File: config.mk
export PLATFORM = sky130hd
export DESIGN_NAME = obj_spawn_scheduler
export DESIGN_NICKNAME = d
export VERILOG_FILES = /design/src/rtl/obj_spawn_scheduler_pkg.sv /design/src/rtl/obj_spawn_scheduler_spawn_fifo.sv /design/src/rtl/obj_spawn_scheduler.sv
export SDC_FILE = /design/constraint.sdc
export NUM_CORES = 1
export LEC_CHECK = 0
export CAP_MARGIN = 30
export CORE_ASPECT_RATIO = 0.6
export CORE_MARGIN = 3
export CORE_UTILIZATION = 55
export CTS_CLUSTER_SIZE = 40
export DETAILED_ROUTE_END_ITERATION = 12
export PLACE_DENSITY = 0.91
export SLEW_MARGIN = 0
export SYNTH_ARGS = -nofsm -noshare
export SYNTH_HDL_FRONTEND = slang
export SYNTH_SLANG_ARGS = --single-unit
File: constraint.sdc
create_clock -name clock -period 6.4 [get_ports clock]
set_clock_uncertainty 0.1 [all_clocks]
set_input_delay 0.96 -clock clock [delete_from_list [all_inputs] [get_ports clock]]
set_output_delay 0.96 -clock clock [all_outputs]
set_load 0.005 [all_outputs]
File: src/rtl/obj_spawn_scheduler_pkg.sv
// Shared types and constants for the object spawn scheduler: FSM encoding,
// identity codes, spawn-range defaults and the queued request layout.
package obj_spawn_scheduler_pkg;

  typedef enum logic [1:0] {
    ST_IDLE  = 2'd0,
    ST_WAIT  = 2'd1,
    ST_ISSUE = 2'd2
  } state_t;

  localparam logic [1:0] ID_COLLECT = 2'd0;
  localparam logic [1:0] ID_HAZARD  = 2'd1;

  localparam int unsigned VPOS_MIN_DEFAULT = 230;
  localparam int unsigned VPOS_MAX_DEFAULT = 485;

  localparam int unsigned ENTRY_W = 14;

  // src is one-hot {midi, rnd}; it travels with the entry as a debug tag.
  typedef struct packed {
    logic [1:0] src;
    logic [1:0] id;
    logic [9:0] vpos;
  } spawn_req_t;

  function automatic logic [9:0] clamp_vpos(input logic [9:0] v,
                                            input logic [9:0] lo,
                                            input logic [9:0] hi);
    if (v < lo) return lo;
    if (v > hi) return hi;
    return v;
  endfunction

endpackage

File: src/rtl/obj_spawn_scheduler_spawn_fifo.sv
// Synchronous FIFO holding pending spawn requests, with occupancy count and
// a synchronous flush used when the game leaves PLAY.
module spawn_fifo #(
  parameter  int DEPTH = 4,
  parameter  int WIDTH = 14,
  localparam int CW    = $clog2(DEPTH + 1),
  localparam int AW    = (DEPTH > 1) ? $clog2(DEPTH) : 1
) (
  input  logic             clock,
  input  logic             reset,
  input  logic             flush,
  input  logic             push,
  input  logic             pop,
  input  logic [WIDTH-1:0] wdata,
  output logic [WIDTH-1:0] rdata,
  output logic [CW-1:0]    count
);

  logic [WIDTH-1:0] mem [DEPTH];
  logic [AW-1:0]    wr_ptr;
  logic [AW-1:0]    rd_ptr;
  logic             do_push;
  logic             do_pop;

  function automatic logic [AW-1:0] ptr_next(input logic [AW-1:0] p);
    return (p == AW'(DEPTH - 1)) ? '0 : p + AW'(1);
  endfunction

  assign do_push = push && (count != CW'(DEPTH));
  assign do_pop  = pop && (count != '0);
  assign rdata   = mem[rd_ptr];

  // NOTE: state registers use <= so every flop samples pre-edge values.
  always_ff @(posedge clock or posedge reset) begin
    if (reset) begin
      wr_ptr <= '0;
      rd_ptr <= '0;
      count  <= '0;
    end else if (flush) begin
      wr_ptr <= '0;
      rd_ptr <= '0;
      count  <= '0;
    end else begin
      if (do_push) wr_ptr <= ptr_next(wr_ptr);
      if (do_pop)  rd_ptr <= ptr_next(rd_ptr);
      count <= count + CW'(do_push) - CW'(do_pop);
    end
  end

  // NOTE: storage is not reset; count gates every read of a valid entry.
  always_ff @(posedge clock) begin
    if (do_push) mem[wr_ptr] <= wdata;
  end

endmodule

File: src/rtl/obj_spawn_scheduler.sv
// Arbitrates random and MIDI spawn requests into a FIFO and issues them, one
// per frame tick, into the lowest free object slot subject to a cooldown.
module obj_spawn_scheduler
  import obj_spawn_scheduler_pkg::*;
#(
  parameter int NUM_SLOTS  = 5,
  parameter int FIFO_DEPTH = 4,
  parameter int MIN_GAP    = 8,
  parameter int VPOS_MIN   = VPOS_MIN_DEFAULT,
  parameter int VPOS_MAX   = VPOS_MAX_DEFAULT
) (
  input  logic                 clock,
  input  logic                 reset,
  input  logic                 enable,
  input  logic                 frame_tick,
  input  logic [NUM_SLOTS-1:0] slot_busy,
  input  logic                 rnd_valid,
  output logic                 rnd_ready,
  input  logic [1:0]           rnd_id,
  input  logic [9:0]           rnd_vpos,
  input  logic                 midi_valid,
  output logic                 midi_ready,
  input  logic [1:0]           midi_id,
  input  logic [9:0]           midi_vpos,
  output logic                 spawn_valid,
  output logic [2:0]           spawn_slot,
  output logic [1:0]           spawn_id,
  output logic [9:0]           spawn_vpos,
  output logic [2:0]           pending,
  output logic [7:0]           dropped
);

  localparam int         CW       = $clog2(FIFO_DEPTH + 1);
  localparam logic [9:0] VMIN     = 10'(VPOS_MIN);
  localparam logic [9:0] VMAX     = 10'(VPOS_MAX);
  localparam logic [7:0] GAP_LOAD = 8'(MIN_GAP - 1);

  state_t               state, state_nx;
  logic [CW-1:0]        count;
  logic                 rr_ptr, can_accept, contested, push;
  logic                 pop, do_issue, do_drop, has_free;
  logic [2:0]           free_idx;
  logic [NUM_SLOTS-1:0] free_slots, reserved, res_age, busy_q;
  logic [7:0]           cooldown;
  spawn_req_t           wr_req, head;
  logic [1:0]           unused_src;

  // Readiness comes from registered occupancy only, never from this cycle's pop.
  assign can_accept = enable && !reset && (count < CW'(FIFO_DEPTH));
  assign contested  = rnd_valid && midi_valid;
  assign rnd_ready  = can_accept && !(contested && rr_ptr);
  assign midi_ready = can_accept && !(contested && !rr_ptr);
  assign push       = (rnd_valid && rnd_ready) || (midi_valid && midi_ready);

  assign spawn_valid = (state == ST_ISSUE) && enable;
  assign pending     = 3'(count);
  assign unused_src  = head.src;

  // NOTE: every always_comb output gets a default first, so no latches form.
  always_comb begin
    wr_req = '0;
    if (rnd_valid && rnd_ready) begin
      wr_req.src  = 2'b01;
      wr_req.id   = rnd_id;
      wr_req.vpos = clamp_vpos(rnd_vpos, VMIN, VMAX);
    end else if (midi_valid && midi_ready) begin
      wr_req.src  = 2'b10;
      wr_req.id   = midi_id;
      wr_req.vpos = clamp_vpos(midi_vpos, VMIN, VMAX);
    end
  end

  always_comb begin
    free_slots = ~slot_busy & ~reserved;
    has_free   = |free_slots;
    free_idx   = '0;
    for (int i = NUM_SLOTS - 1; i >= 0; i--) begin
      if (free_slots[i]) free_idx = 3'(i);
    end
  end

  spawn_fifo #(.DEPTH(FIFO_DEPTH), .WIDTH(ENTRY_W)) u_fifo (
    .clock (clock),
    .reset (reset),
    .flush (!enable),
    .push  (push),
    .pop   (pop),
    .wdata (wr_req),
    .rdata (head),
    .count (count)
  );

  always_ff @(posedge clock or posedge reset) begin
    if (reset) state <= ST_IDLE;
    else       state <= state_nx;
  end

  always_comb begin
    state_nx = state;
    pop      = 1'b0;
    do_issue = 1'b0;
    do_drop  = 1'b0;
    unique case (state)
      ST_IDLE: if (push) state_nx = ST_WAIT;
      ST_WAIT: begin
        if (frame_tick && (cooldown == '0)) begin
          pop = 1'b1;
          if (has_free) begin
            do_issue = 1'b1;
            state_nx = ST_ISSUE;
          end else begin
            do_drop = 1'b1;
            if ((count == CW'(1)) && !push) state_nx = ST_IDLE;
          end
        end
      end
      ST_ISSUE: state_nx = ((count != '0) || push) ? ST_WAIT : ST_IDLE;
      default:  state_nx = ST_IDLE;
    endcase
    if (!enable) begin
      state_nx = ST_IDLE;
      pop      = 1'b0;
      do_issue = 1'b0;
      do_drop  = 1'b0;
    end
  end

  always_ff @(posedge clock or posedge reset) begin
    if (reset) begin
      rr_ptr     <= 1'b0;
      busy_q     <= '0;
      dropped    <= '0;
      spawn_slot <= '0;
      spawn_id   <= '0;
      spawn_vpos <= '0;
    end else begin
      busy_q <= slot_busy;
      if (push && contested) rr_ptr <= !rr_ptr;
      if (do_drop && (dropped != 8'hFF)) dropped <= dropped + 8'd1;
      if (do_issue) begin
        spawn_slot <= free_idx;
        spawn_id   <= head.id;
        spawn_vpos <= head.vpos;
      end
    end
  end

  // A reservation covers the gap between issue and the object claiming its slot.
  always_ff @(posedge clock or posedge reset) begin
    if (reset) begin
      cooldown <= '0;
      reserved <= '0;
      res_age  <= '0;
    end else if (!enable) begin
      cooldown <= '0;
      reserved <= '0;
      res_age  <= '0;
    end else begin
      if (do_issue)                          cooldown <= GAP_LOAD;
      else if (frame_tick && cooldown != '0) cooldown <= cooldown - 8'd1;
      for (int i = 0; i < NUM_SLOTS; i++) begin
        if (do_issue && (free_idx == 3'(i))) begin
          reserved[i] <= 1'b1;
          res_age[i]  <= 1'b0;
        end else if (reserved[i] && slot_busy[i] && !busy_q[i]) begin
          reserved[i] <= 1'b0;
        end else if (reserved[i] && frame_tick) begin
          if (res_age[i]) reserved[i] <= 1'b0;
          else            res_age[i]  <= 1'b1;
        end
      end
    end
  end

endmodule

After elaboration in Yosys (flattened, before gate mapping):

Memories as Yosys holds them, arrays and structs flattened. A register that Yosys moved wholly into a read port is not among the register bits.
Cells that the tools add are included.

* register bits after elaboration: 44
* latch bits: 0
* memory bits (writable): 56
* memory bits (read-only): 0
* bits of input ports: 35
* word-level logic and storage cells: 231
* memories kept: 1

Memory list
* u_fifo.mem: depth 4, width 14, rd ports 1, clocked after Yosys merged registers in 1, write ports 1, RTL line obj_spawn_scheduler_spawn_fifo.sv:19 `logic [WIDTH-1:0] mem [DEPTH];`

* add/subtract/negate cells: 6
* multipliers: 0
* div/mod/pow operators: 0
* order comparisons: 5
* equality and inequality tests: 37
* shifts and indexed selects: 0
* mux-type cells: 94
* bitwise gates (word level): 3
* reduce and logical (&&, ||, !) cells: 66

Operators by type and width (count)
* 10-bit two-way mux: 8
* 1-bit two-way mux: 61
* 4-bit by 1-bit inequality test with 1-bit output, second input constant: 10
* 1-bit logical AND: 37
* 14-bit two-way mux: 2
* 8-bit two-way mux: 3
* 3-bit inequality test, second input constant: 8
* 2-bit two-way mux: 11
* 10-bit by 9-bit > comparator with 1-bit output, second input constant: 2
* 10-bit by 8-bit < comparator with 1-bit output, second input constant: 2
* 2-bit AND reduction: 10
* 3-bit two-way mux: 6
* 3-bit by 1-bit inequality test with 1-bit output, second input constant: 6
* 1-bit zero test: 10
* 5-bit two-way mux: 2
* 5-bit inverter: 2
* 8-bit by 1-bit adder with 8-bit output, second input constant: 1
* 8-bit zero test: 1
* 8-bit inequality test, second input constant: 1
* 8-bit nonzero test: 1
* 8-bit by 1-bit subtractor with 8-bit output, second input constant: 1
* 2-bit == test, second input constant: 3
* 3-bit by 1-bit == test with 1-bit output, second input constant: 2
* 3-bit by 2-bit == test with 1-bit output, second input constant: 2
* other kinds (16): 19

Depth between registers and ports, before layout:

Gate-level depths: netlist of run 1.

* word-level depth: 14
* mapped depth: 13

Modules after synthesis:

Synthesis of run 1 repeated with hierarchy kept, for this count alone.

* cells, all modules: 369
* area total of the unflattened synthesis: 5173.7 um^2

By module, submodules not included
* obj_spawn_scheduler: times used 1, cells each 250, area an instance 2673.8 um^2, seq. area each 1226.2 um^2
* spawn_fifo: times used 1, cells each 119, area an instance 2499.9 um^2, seq. area each 1856.8 um^2

Least setup slack after synthesis of run 1:

No wires, ideal clock.

* path type: input to register
* start: in frame_tick
* end: reg u_fifo.count[2]
* library setup time: 0.132 ns
* arrival time: 2.742 ns
* data required time: 6.168 ns
* slack: 3.426 ns
* stages on the path: 11
* cell sequence: clkbuf_1 > and4b_1 > nand4_1 > inv_1 > ha_1 > inv_1 > ha_1 > inv_1 > fa_1 > xnor2_1 > nor2_1

* cells in the longest elaborated chain, start to end: 7

RTL lines
* start, declared: RTL line obj_spawn_scheduler.sv:15 `input logic frame_tick,`
* 1-bit logical AND: RTL line obj_spawn_scheduler.sv:106 `if (frame_tick && (cooldown == '0)) begin`
* 1-bit two-way mux: RTL line obj_spawn_scheduler.sv:106
* 1-bit two-way mux: RTL line obj_spawn_scheduler.sv:103 `unique case (state)`
* 1-bit two-way mux: RTL line obj_spawn_scheduler.sv:120 `if (!enable) begin`
* 1-bit logical AND: RTL line obj_spawn_scheduler_spawn_fifo.sv:30 `assign do_pop = pop && (count != '0);`
* 3-bit by 1-bit subtractor with 3-bit output: RTL line obj_spawn_scheduler_spawn_fifo.sv:46 `count <= count + CW'(do_push) - CW'(do_pop);`
* 3-bit two-way mux: RTL line obj_spawn_scheduler_spawn_fifo.sv:39 `end else if (flush) begin`
* end signal, assigned: RTL line obj_spawn_scheduler_spawn_fifo.sv:46
* end, declared: RTL line obj_spawn_scheduler_spawn_fifo.sv:16 `output logic [CW-1:0] count`

No other way between the ends.
A chain may end at the register's enable or synchronous reset.

Worst setup path after layout of run 1:

* start: in enable
* end: out rnd_ready

* cells in the longest elaborated chain, start to end: 3

RTL lines
* start, declared: RTL line obj_spawn_scheduler.sv:14 `input logic enable,`
* 1-bit logical AND (2 in series): RTL line obj_spawn_scheduler.sv:49 `assign can_accept = enable && !reset && (count < CW'(FIFO_DEPTH));`
* 1-bit logical AND: RTL line obj_spawn_scheduler.sv:51 `assign rnd_ready = can_accept && !(contested && rr_ptr);`
* end, declared: RTL line obj_spawn_scheduler.sv:18 `output logic rnd_ready,`

No other way between the ends.

==> metrics.cfg, run 1 <==
[hold_path]
hold_class=flip-flop to flip-flop
worstHoldStart=spawn_slot[1]

[cells_and_area]
layout-drive-gt1-share_pct=11.4
multiInputGateArea_um2=1930
nets=504
syn_to_final_growth_pct=20.5
fillers=536
n_antenna_cell=0
regArea_um2=2840

[critical_path]
path_cells=clkdlybuf4s50_1, or3b_2, a31oi_1, clkdlybuf4s50_1
crit_arrival_ns=3.08
crit_buf_inv=2
critPathLaunchType=input port
crit_path_end_kind=primary output
path_max_fanout=16
slowest_delay_ns=0.83
r2r_cells=10
cp-endpoint=rnd_ready
cpMostUsedCell=clkdlybuf4s50_1
reg2reg_to=u_fifo.count[2]
cp.depth=4
r2r_start=cooldown[2]
critPathLaunch=enable
cp.required_ns=5.34
rrSetupSlack_ns=3.50
slowest_stage=clkdlybuf4s50_1
critPathKind=input port to primary output
critical_path.top_delay_family=buffers and inverters

[place]
dpl.hpwl_um=8230
gp_congestion=0.923
io_buffer_count=63

[floorplan]
die-height_um=79.1
num_io_pins=64
fp.dieArea_um2=10100
initial_utilization_pct=59.3
rows=25
core_area_um2=8260
dieWidth_um=128

[synth]
yosysTopAreaCell=edfxtp_1
ys.flop_type=dfrtp_1
synth_most_common_cell=dfrtp_1
synth.ff_latch_count=104
synth_edf_count=48
synth_top_family_by_area=simple AND/OR/NAND/NOR gates
synth_area_leaders=edfxtp_1 (29%), dfrtp_1 (29%), mux4_2 (5.5%)
synth.yosys.warnings=0
synth_top_area_share_pct=29.4
ys_types=62
async_reset_ff_share_pct=53.8
yosys-top-cells-count=dfrtp_1 (56), edfxtp_1 (48), nand2_1 (31)
synth-xor-area-share_pct=2.86
syn_inst=395
synth.area.mux_share_pct=9.18
synth_compound_area_share_pct=11.0
syn_area_per_cell_um2=12.4
synthAdderAreaFrac_pct=2.91
seq_area_frac_synth_pct=58.1
synth_simple_gate_area_share_pct=13.1
netlist_area_um2=4890

[drt]
vias=3685
drcViolationCount=0
drt_iter0_drc=413
vias_per_cell=6.44
wl_per_cell_um=20.8
wl_um=11900
drtAntennaViolNets=0
dr.pass1.iters=6

[clocking]
clkSlewWorstSetupHoldPaths_ns=0.07
htreeDepth=3
cts_hold_buf=0
worst_skew_pair.late_latency_ns=0.36
cts_setup_buffers=0
clk_path_buf_depth=2
cts_sinks=104
numCtsBuffers=9
ctsResizeCount=0
cts_tree=done
cts-root-buf=clkbuf_16

[grt]
met1_usage_pct=34.5
grt_use_met2_pct=38.5
overflow=0
gr-usage-met3_pct=8.00
grt_pass1_wl_um=19200
grtUsageTotal_pct=25.0
grt_start_max_net_pins=36
antenna_found_initial=0
busiest_layer=met2
grt_pass1_vias=3779

[power]
power.internal_mw=1.29
power.density_nw_per_um2=315
p_switching_uw=564
ir_drop_mv=0.193
p_comb_share_pct=26.5
seqPwrFrac_pct=46.1
p_leak_nw=2.33
switching_share_pct=30.4
p_clk_share_pct=27.4

[sta]
rsz0062_at_grt=no
drv_slew=0
setup-tns-final_ns=0
fin_crit_sh_pct=64.6
hold_violations=0
worst_pin_slew_ns=0.915
slew_headroom_pct=39.0
fin_crit_ns=4.14
setup_viol=0
whs_ns=0.405
fmax_ghz=0.242

[run]
cap_viol_max_count=0

[outcome]
status=finished, final reports clean

## worst min path at each step
stage	to	slack [ns]	depth (start not counted)
finish	spawn_slot[1]	0.40	1
floorplan	state[0]	0.37	1
global placement	spawn_slot[1]	0.38	1
CTS	spawn_slot[1]	0.40	1
detailed placement	spawn_slot[1]	0.38	1
global route	spawn_slot[1]	0.42	1
## logic make-up after synthesis
logic type / count (synthesis)
and+or+nand+nor: 124
DFF: 104
AOI/OAI and AO/OA: 77
buffers and inverters: 34
muxes: 28
xor gates and xnor gates: 16
adders and majority gates: 11
other: 1
## sequential cells by signal, indices dropped and copies added, names as in the netlist
name and cells:
u_fifo.mem 48, spawn_vpos 10, cooldown 8, dropped 8
busy_q 5, res_age 5, reserved 5, spawn_slot 3
u_fifo.count 3, spawn_id 2, state 2, u_fifo.rd_ptr 2
u_fifo.wr_ptr 2, rr_ptr 1
## power groups by stage
| stage | clock network (mW) | logic (mW) | registers (mW) |
|---|---|---|---|
| after floorplan | 0 | 0.278 | 0.850 |
| final | 0.509 | 0.492 | 0.855 |
| after detailed placement | 0 | 0.475 | 0.863 |
| after global routing | 0.542 | 0.532 | 0.864 |
| after CTS | 0.515 | 0.483 | 0.853 |
| after global placement | 0 | 0.443 | 0.856 |
## stage by stage
step | instances | area [µm²] | util (%) | setup WS [ns] | power, mW
2_1_floorplan | 398 | 4910 | - | 3.43 | 1.13
6_report | 572 | 5900 | 71.4 | 2.26 | 1.86
4_1_cts | 572 | 5900 | 71.4 | 2.28 | 1.85
3_3_place_gp | 556 | 5620 | 68.1 | 2.32 | 1.30
5_1_grt | 572 | 5900 | 71.4 | 2.17 | 1.94
3_5_place_dp | 556 | 5620 | 68.1 | 2.27 | 1.34
## layout make-up
type	instances	area share (%)
Clock buffer	9	3.82
Clock inverter	7	0.806
Inverter	19	1.21
Multi-Input combinational cell	260	32.7
Sequential cell	104	48.2
Tap cell	108	2.29
Timing Repair Buffer	65	10.9
## layout by cell type (no fill, tap or decap), types with 3 or more instances in the layout
cell             Yosys  routed
clkdlybuf4s50_1      0      63
dfrtp_1             56      56
edfxtp_1            48      48
nand2_1             31      31
nor2_1              27      27
inv_1               19      18
a21oi_1             16      16
mux2_2              15      15
nand3_1             12      12
mux4_2              12      12
o21ai_0             11      11
nor3_1              11      11
xor2_1              10      10
ha_1                 9       9
clkbuf_16            0       9
nand4_1              6       6
xnor2_1              6       6
and3_1               5       5
o2111ai_1            5       5
nand2b_1             5       5
a211oi_1             5       5
and2_1               5       5
a31oi_1              5       5
clkinvlp_4           0       4
conb_1               1       4
nor3b_1              3       3
a21o_1               3       3
nor4_1               3       3
or3_1                3       3
o221ai_1             3       3
o31ai_1              3       3
## metal layers
layer	wire length, µm	up-vias
met1	4980	1805
li1	-	1609
met4	224	0
met3	1220	36
met2	5470	235
met5	0	-
Note: power is estimated with default switching activity, not from simulation.
==> run 2: changes to the inputs <==
Clock period 6.4 ns to 4.2 ns, I/O delays scaled along.
==> run 2 against run 1 <==
Effect of this change: clock-buffer cell count unchanged; setup slack worse by 1.4 ns; sequential power increased by 52%; final area increased by 1.1%; flip-flop and latch count is the same; total power is 58% higher; global-route usage fell by 0.36 points; combinational power increased by 51%; sequential share of layout area is 0.52 points lower; critical endpoint unchanged; highest routed layer unchanged.
==> metrics.cfg, run 2 (synthesis gave the netlist of run 1 again) <==
[cells_and_area]
top_register=u_fifo.mem
layout-drive-gt1-share_pct=12.0  ; +0.59 points
mostFrequentLayoutCells=clkdlybuf4s50_1 (63), dfrtp_1 (56), edfxtp_1 (48)
multiInputGateArea_um2=1930  ; unchanged
nets=506  ; +0.40%
post-route-cell-area_um2=5960  ; +1.1%
fillers=527  ; -1.7%
top_regs=u_fifo.mem: 48 flops, spawn_vpos: 10 flops
mostFrequentLayoutCell=clkdlybuf4s50_1
syn_to_final_growth_pct=21.8
largest_reg_flops=48  ; unchanged
n_antenna_cell=0  ; unchanged
instances_no_fill=574  ; +0.35%
regArea_um2=2840  ; unchanged

[place]
dpl-instance-area_um2=5640  ; +0.27%
placed_cells=558  ; +0.36%
io_buffer_count=63  ; unchanged
dpl.hpwl_um=8250  ; +0.20%
gp_congestion=0.838  ; -9.2%

[critical_path]
crit_arrival_ns=2.63  ; -0.45 ns
critPathLaunchType=input port
critPathKind=input port to primary output
cp.required_ns=3.47  ; -1.87 ns
path_max_fanout=10  ; -6
crit_path_end_kind=primary output

[grt]
overflow=0  ; unchanged
grtUsageTotal_pct=24.7  ; -0.36 points
antenna_found_initial=0  ; unchanged
grt_pass1_vias=3610  ; -4.5%
grt_start_max_net_pins=30  ; -17%
grt_pass1_wl_um=19200  ; -0.36%

[clocking]
cts_setup_buffers=0  ; unchanged
worst_skew_pair.late_latency_ns=0.35  ; about the same
cts_hold_buf=0  ; unchanged
ctsResizeCount=0  ; unchanged
htreeDepth=3  ; unchanged
cts_tree=done
cts-root-buf=clkbuf_16
clkSlewWorstSetupHoldPaths_ns=0.07  ; about the same
clk_path_buf_depth=2  ; unchanged
cts_sinks=104  ; unchanged
numCtsBuffers=9  ; unchanged

[power]
power.internal_mw=2.09  ; +62%
p_switching_uw=842  ; +49%
p_clk_share_pct=30.4  ; +3.0 points
p_leak_nw=2.36  ; +1.5%
ir_drop_mv=0.239  ; +24%
power.density_nw_per_um2=491  ; +56%
seqPwrFrac_pct=44.3  ; -1.8 points
finalPower_mw=2.93  ; +58%
p_comb_share_pct=25.3  ; -1.2 points
switching_share_pct=28.7  ; -1.7 points

[drt]
wl_um=11800  ; -0.52%
dr.pass1.iters=5  ; -1
drt_iter0_drc=352  ; -15%
drtAntennaViolNets=0  ; unchanged
drcViolationCount=0  ; unchanged
wl_per_cell_um=20.6  ; -0.87%
vias=3625  ; -1.6%
vias_per_cell=6.32  ; -2.0%

[floorplan]
initial_utilization_pct=59.3  ; unchanged
dieWidth_um=128  ; unchanged
num_io_pins=64  ; unchanged
fp.dieArea_um2=10100  ; unchanged
die-height_um=79.1  ; unchanged
core_area_um2=8260  ; unchanged
rows=25  ; unchanged

[sta]
whs_ns=0.407  ; +0.00222 ns
worst_pin_slew_ns=0.881  ; -0.0340 ns
slew_headroom_pct=41.2  ; +2.3 points
setup-tns-final_ns=0  ; unchanged
hold_violations=0  ; unchanged
setup_viol=0  ; unchanged
rsz0062_at_grt=no
drv_slew=0  ; unchanged
fin_crit_ns=3.36
fmax_ghz=0.297
fin_crit_sh_pct=80.1

[outcome]
status=finished, final reports clean

[hold_path]
hold_class=flip-flop to flip-flop

[run]
cap_viol_max_count=0  ; unchanged

-- run 2: changes by cell type in the layout (fill, tap and decap cells not counted), sizes merged --
cell / delta
buf: +2
bufinv: +2
clkinvlp: -1
inv: -1
-- run 2: power groups by stage --
stage / combinational [mW] / sequential, mW / clock [mW]
floorplan: 0.423 / 1.30 / 0
global placement: 0.678 / 1.30 / 0
detailed placement: 0.713 / 1.31 / 0
CTS: 0.731 / 1.30 / 0.903
global route: 0.809 / 1.31 / 0.935
finish: 0.741 / 1.30 / 0.891
-- run 2: through the flow --
stage | utilization [%] | worst slack (ns)
after floorplan | - | 1.56
after global placement | 68.3 | 0.913
after detailed placement | 68.3 | 0.881
after CTS | 72.2 | 0.858
after global routing | 72.2 | 0.743
final | 72.2 | 0.835
-- run 2: critical path, cell delays in order --
cell,delay [ns]
clkdlybuf4s50_1,0.69
or3b_2,0.58
a31oi_1,0.20
clkdlybuf4s50_1,0.53
-- run 2: final timing paths --
kind / from / to / slack [ns] / cells after the start
max: enable / rnd_ready / 0.84 / 4
min: spawn_slot[1] / spawn_slot[1] / 0.41 / 1
max reg2reg: cooldown[2] / u_fifo.count[2] / 1.34 / 10
min reg2reg: spawn_slot[1] / spawn_slot[1] / 0.41 / 1
max in group asynchronous: reset / dropped[5] / 2.55 / 3
min in group asynchronous: reset / reserved[0] / 0.62 / 2
-- run 2: final cells by class --
type                       count  share of cell area (%)
sequential                   104                    47.7
multi-input combinational    260                    32.4
timing repair buffer          67                    11.1
clock buffer                   9                    3.78
tap                          108                    2.27
clock inverter                 7                    1.62
inverter                      19                    1.20
-- run 2: per-layer routing --
layer  vias to the layer above  part of all wire, %  global-route usage, %
met1                      1772                   43                   35.4
met4                         0                  1.6                   7.52
met3                        21                   10                   7.53
li1                       1612                    -                      -
met5                         -                    0                      0
met2                       220                   46                   36.5
